File: src/rtl/chip8_pkg.sv
// chip8_pkg: shared CHIP-8 constants for the timer block and the CPU decoder.
package chip8_pkg;
    localparam int TIMER_W       = 8;
    localparam int CHIP8_TICK_HZ = 60;
    localparam logic [7:0] OP_LD_VX_DT = 8'h07;
    localparam logic [7:0] OP_LD_DT_VX = 8'h15;
    localparam logic [7:0] OP_LD_ST_VX = 8'h18;
endpackage

File: src/rtl/chip8_tone_gen.sv
// chip8_tone_gen: TONE_HZ square wave, held in low phase with counter cleared while enable is low.
module chip8_tone_gen #(
    parameter int CLOCK_HZ = 12000000,
    parameter int TONE_HZ  = 440
) (
    input  logic clk,
    input  logic rst,
    input  logic enable,
    output logic tone_out
);
    localparam int HALF = CLOCK_HZ / (2 * TONE_HZ);
    localparam int CW   = $clog2(HALF + 1);
    localparam logic [CW-1:0] LAST = CW'(HALF - 1);
    logic [CW-1:0] cnt;
    logic          phase;
    always_ff @(posedge clk) begin
        if (rst || !enable) begin
            cnt   <= '0;
            phase <= 1'b0;
        end else if (cnt == LAST) begin
            cnt   <= '0;
            phase <= ~phase;
        end else begin
            cnt <= cnt + 1'b1;
        end
    end
    // gating with enable drops the output on the same cycle sound stops
    assign tone_out = phase & enable;
endmodule

File: src/rtl/chip8_delay_sound_timers.sv
// chip8_delay_sound_timers: CHIP-8 DT/ST countdown registers and buzzer drive.
// CHIP8_BUZZER_TONE_EN selects a TONE_HZ square wave instead of a one-cycle-delayed sound_active level.
module chip8_delay_sound_timers
    import chip8_pkg::*;
#(
    parameter int CLOCK_HZ = 12000000,
    parameter int TONE_HZ  = 440
) (
    input  logic               clk,
    input  logic               rst,
    input  logic               tick_60hz,
    input  logic               halt,
    input  logic               dt_we,
    input  logic               st_we,
    input  logic [TIMER_W-1:0] wdata,
    output logic [TIMER_W-1:0] dt_value,
    output logic [TIMER_W-1:0] st_value,
    output logic               dt_expired,
    output logic               st_expired,
    output logic               sound_active,
    output logic               buzzer
);
    logic [TIMER_W-1:0] val [2];
    logic [1:0]         we;
    logic [1:0]         expired;
    assign we = {st_we, dt_we};
    for (genvar i = 0; i < 2; i++) begin : g_timer
        logic dec;
        assign dec = !we[i] && tick_60hz && !halt && val[i] != '0;
        always_ff @(posedge clk) begin
            if (rst) begin
                val[i]     <= '0;
                expired[i] <= 1'b0;
            end else begin
                val[i]     <= we[i] ? wdata : dec ? val[i] - 1'b1 : val[i];
                expired[i] <= dec && val[i] == TIMER_W'(1);
            end
        end
    end
    assign dt_value     = val[0];
    assign st_value     = val[1];
    assign dt_expired   = expired[0];
    assign st_expired   = expired[1];
    assign sound_active = st_value != '0;
`ifdef CHIP8_BUZZER_TONE_EN
    chip8_tone_gen #(.CLOCK_HZ(CLOCK_HZ), .TONE_HZ(TONE_HZ)) u_tone (
        .clk      (clk),
        .rst      (rst),
        .enable   (sound_active),
        .tone_out (buzzer)
    );
`else
    always_ff @(posedge clk) buzzer <= rst ? 1'b0 : sound_active;
`endif
endmodule

File: config.mk
export PLATFORM = sky130hd
export DESIGN_NAME = chip8_delay_sound_timers
export DESIGN_NICKNAME = d
export VERILOG_FILES = /design/src/rtl/chip8_pkg.sv /design/src/rtl/chip8_tone_gen.sv /design/src/rtl/chip8_delay_sound_timers.sv
export SDC_FILE = /design/constraint.sdc
export NUM_CORES = 1
export LEC_CHECK = 0
export BUFFER_PORTS_ARGS = -buffer_cell sky130_fd_sc_hd__buf_4
export CORE_MARGIN = 3
export CORE_UTILIZATION = 30
export DETAILED_ROUTE_END_ITERATION = 10
export GPL_TIMING_DRIVEN = 0
export PLACE_DENSITY_LB_ADDON = 0.2
export SLEW_MARGIN = 15
export SYNTH_ARGS = -nofsm -noshare
export SYNTH_HDL_FRONTEND = slang
export SYNTH_HIERARCHICAL = 1
export SYNTH_SLANG_ARGS = --single-unit
File: constraint.sdc
create_clock -name clk -period 2 [get_ports clk]
set_input_delay 0.4 -clock clk [delete_from_list [all_inputs] [get_ports clk]]
set_output_delay 0.4 -clock clk [all_outputs]
set_load 0.005 [all_outputs]
==> results.cfg <==
[outcome]
outcome = complete, no violations

[floorplanning]
dieWidth_um = 66.9
start_util_pct = 32.3
io_pins = 34
core_area_mm2 = 0.00344
dieHeight_um = 66.9
die_area_mm2 = 0.00447
rows = 21

[sta]
slew_violations = 0
fin_crit_sh_pct = 95.9
worst_pin_slew_ps = 581
maxSlewHeadroom_pct = 60.9
setup_viol = 0
skew_ps = 0.754
setup_tns_ps = 0
min_period_ps = 1920
hold_viol_final = 0
fmax_ghz = 0.521
hold_ws_ps = 405

[synthesis]
muxShareOfSynthArea_pct = 3.60
synth_adder_area_share_pct = 5.63
synth_top_family_by_area = simple AND/OR/NAND/NOR gates
synth_compound_area_share_pct = 21.3
synth-xor-area-share_pct = 2.36
netlist_top_cells_area = dfxtp_1 34%, ha_1 5.6%, a21oi_1 4.1%
synth_cell_type_count = 39
syn_inst = 133
synth_simple_gate_area_share_pct = 27.1
yosysTopAreaCellShare_pct = 34.2
ys_seq_area_share_pct = 34.2
synth.avg_cell_area_um2 = 8.35
synth_fp_nets = 152
yosys.area.top_type = dfxtp_1
ys_ff_latch = 19
synth_area_mm2 = 0.00111
ys_warn_count = 6

[routing]
drtAntennaViolNets = 0
drtPass1Iterations = 4
vias_per_cell = 5.26
wl_per_cell_um = 14.7
totalWireLength_mm = 3.21
drtIter0Drc = 57
post-route-drc-count = 0
vias = 1153

[layout]
final_nets = 193
post-route-cell-area_mm2 = 0.00152
final_core_util_pct = 44.0
area_delta_synth_final_pct = 36.4
drive_above_1_share_pct = 31.8
nFillCells = 357
n_antenna_cell = 0
multi_input_area_um2 = 692
regArea_um2 = 383
final_cells = 219

[pwr]
clkPwrFrac_pct = 28.2
leakage_uw = 0.000629
pwr-share-comb_pct = 27.1
power_frac_seq_pct = 44.7
internal_power_uw = 693
p_per_area_mw_per_mm2 = 665
ir_drop_mv = 0.238
p_sw_share_pct = 31.1
p_sw_uw = 314

[worst_setup_path]
r2r_cells = 6
arrival_ps = 1520
cp_max_fo = 6
required_ps = 1600
reg2reg_to = val[0][6]
crit_path_start = val[1][0]
crit_path_end_kind = output port
setup.worst_path.class = reg2out
critPathLaunchType = flop
r2r_setup_slack_ps = 150
reg2reg_from = val[0][0]
cp-endpoint = sound_active

[cts]
clk-insertion-delay-late_ps = 260
tritoncts.num_buffers = 3
cts_sinks = 19
holdBufCountCts = 0
cts_buffer_depth = 2
cts_max_level = 1
cts.clk_slew.worst_paths_ps = 80
cts.root.buffer_cell = clkbuf_8
tritoncts = built

[global_routing]
grt_first_pass_wirelength_mm = 5.02
grt-ovfl-total = 0
antenna_found_initial = 0
grt_pass1_vias = 1020
grt_max_degree = 11
grt_usage_pct = 14.8

[placement]
dpl.cell_count = 212
gp_congestion = 0.869
placed_area_mm2 = 0.00142
port_buffers = 33
hpwl_mm = 2.46

[hold_path]
holdCritPathClass = in2reg

[run]
cap_viol_max_count = 0
==> cell type report <==
cell class	count	area share, %
multi-input cells	97	45.7
well taps	46	3.80
inverters	12	2.97
flip-flops and latches	19	25.3
plain buffers	4	0.991
clock buffers	4	2.97
repair buffers	37	18.3
==> cell usage after synthesis, drive strengths merged <==
cell	instances
dfxtp	19
inv	12
nor2	10
a21oi	9
nand2	8
nor3	8
a211oi	6
nor4	6
clkbuf	5
ha	5
mux2i	4
nor4b	3
or3	3
or4	3
xnor2	3
a211o	2
a21o	2
a221oi	2
a311oi	2
a31oi	2
nand3	2
nor2b	2
o21ai	2
a2111oi	1
a21boi	1
a22oi	1
a31o	1
and2	1
and3	1
and4	1
nand2b	1
nor3b	1
o221ai	1
o31a	1
or2	1
or3b	1
==> per-stage QoR <==
| step | worst slack [ps] | power [uW] |
|---|---|---|
| 2_1_floorplan | 149 | 593 |
| 3_3_place_gp | -251 | 702 |
| 3_5_place_dp | -230 | 704 |
| 4_1_cts | 12.2 | 996 |
| 5_1_grt | -13.3 | 1060 |
| 6_report | 81.8 | 1010 |
==> logic make-up (layout without fill, tap and decap cells) <==
group | after synthesis | after routing
AND/OR/NAND/NOR | 52 | 52
buffers and inverters | 17 | 57
adder cells (fa/ha/maj) | 5 | 5
multiplexers | 4 | 4
XOR/XNOR | 3 | 3
flip-flops | 19 | 19
AO/OA/AOI/OAI | 33 | 33
==> critical path, stage by stage, from the launching register on <==
cell	delay (ps)
dfxtp_2	370
inv_2	80
ha_2	200
nor4b_4	250
and2_4	200
inv_1	40
buf_4	120
==> sequential cells by signal, indices dropped and copies added, names as in the netlist <==
name	count
val	16
buzzer	1
dt_expired	1
st_expired	1
==> layer usage <==
layer  up-vias  routed length, um  GRT usage [%]
met1       536               1560           21.7
met5         -                  0              0
met2        38               1400           21.5
met3         5                211           2.53
met4         0                 45           5.32
li1        574                  -              -
==> how the worst min path moves through the flow <==
stage               slack, ps   endpoint  cells past startpoint  startpoint
floorplan                 520  val[1][5]                      2   val[1][5]
detailed placement        560  val[1][5]                      2   val[1][5]
global placement          540  val[1][5]                      2   val[1][5]
global route              410  val[1][1]                      3    wdata[1]
finish                    400  val[1][1]                      3    wdata[1]
CTS                       410  val[1][1]                      3    wdata[1]
==> what timing repair did <==
action	in CTS	in global routing
endpoints found under the setup margin	6	6
setup buffers	2	2
gates resized for setup	5	5
cloned	0	0
==> power by group through the flow <==
stage	registers, uW	logic (uW)	clock network, uW
2_1_floorplan	448	145	0
3_3_place_gp	453	249	0
3_5_place_dp	455	249	0
4_1_cts	448	265	283
5_1_grt	456	301	302
6_report	450	273	284
==> layout by cell type, fill, tap and decap left out, drive strengths merged, types with 2 or more instances in the layout <==
| cell | count |
|---|---|
| nor2b | 2 |
| nor2 | 10 |
| nor4b | 3 |
| a31oi | 2 |
| a21oi | 9 |
| inv | 12 |
| nand2 | 8 |
| dfxtp | 19 |
| a221oi | 2 |
| a211o | 2 |
| or3 | 3 |
| ha | 5 |
| a311oi | 2 |
| buf | 37 |
| nor3 | 8 |
| o21ai | 2 |
| a21o | 2 |
| xnor2 | 3 |
| a211oi | 6 |
| nor4 | 6 |
| nand3 | 2 |
| or4 | 3 |
| mux2i | 4 |
| clkbuf | 8 |
Power figures use the tool's default switching activity.
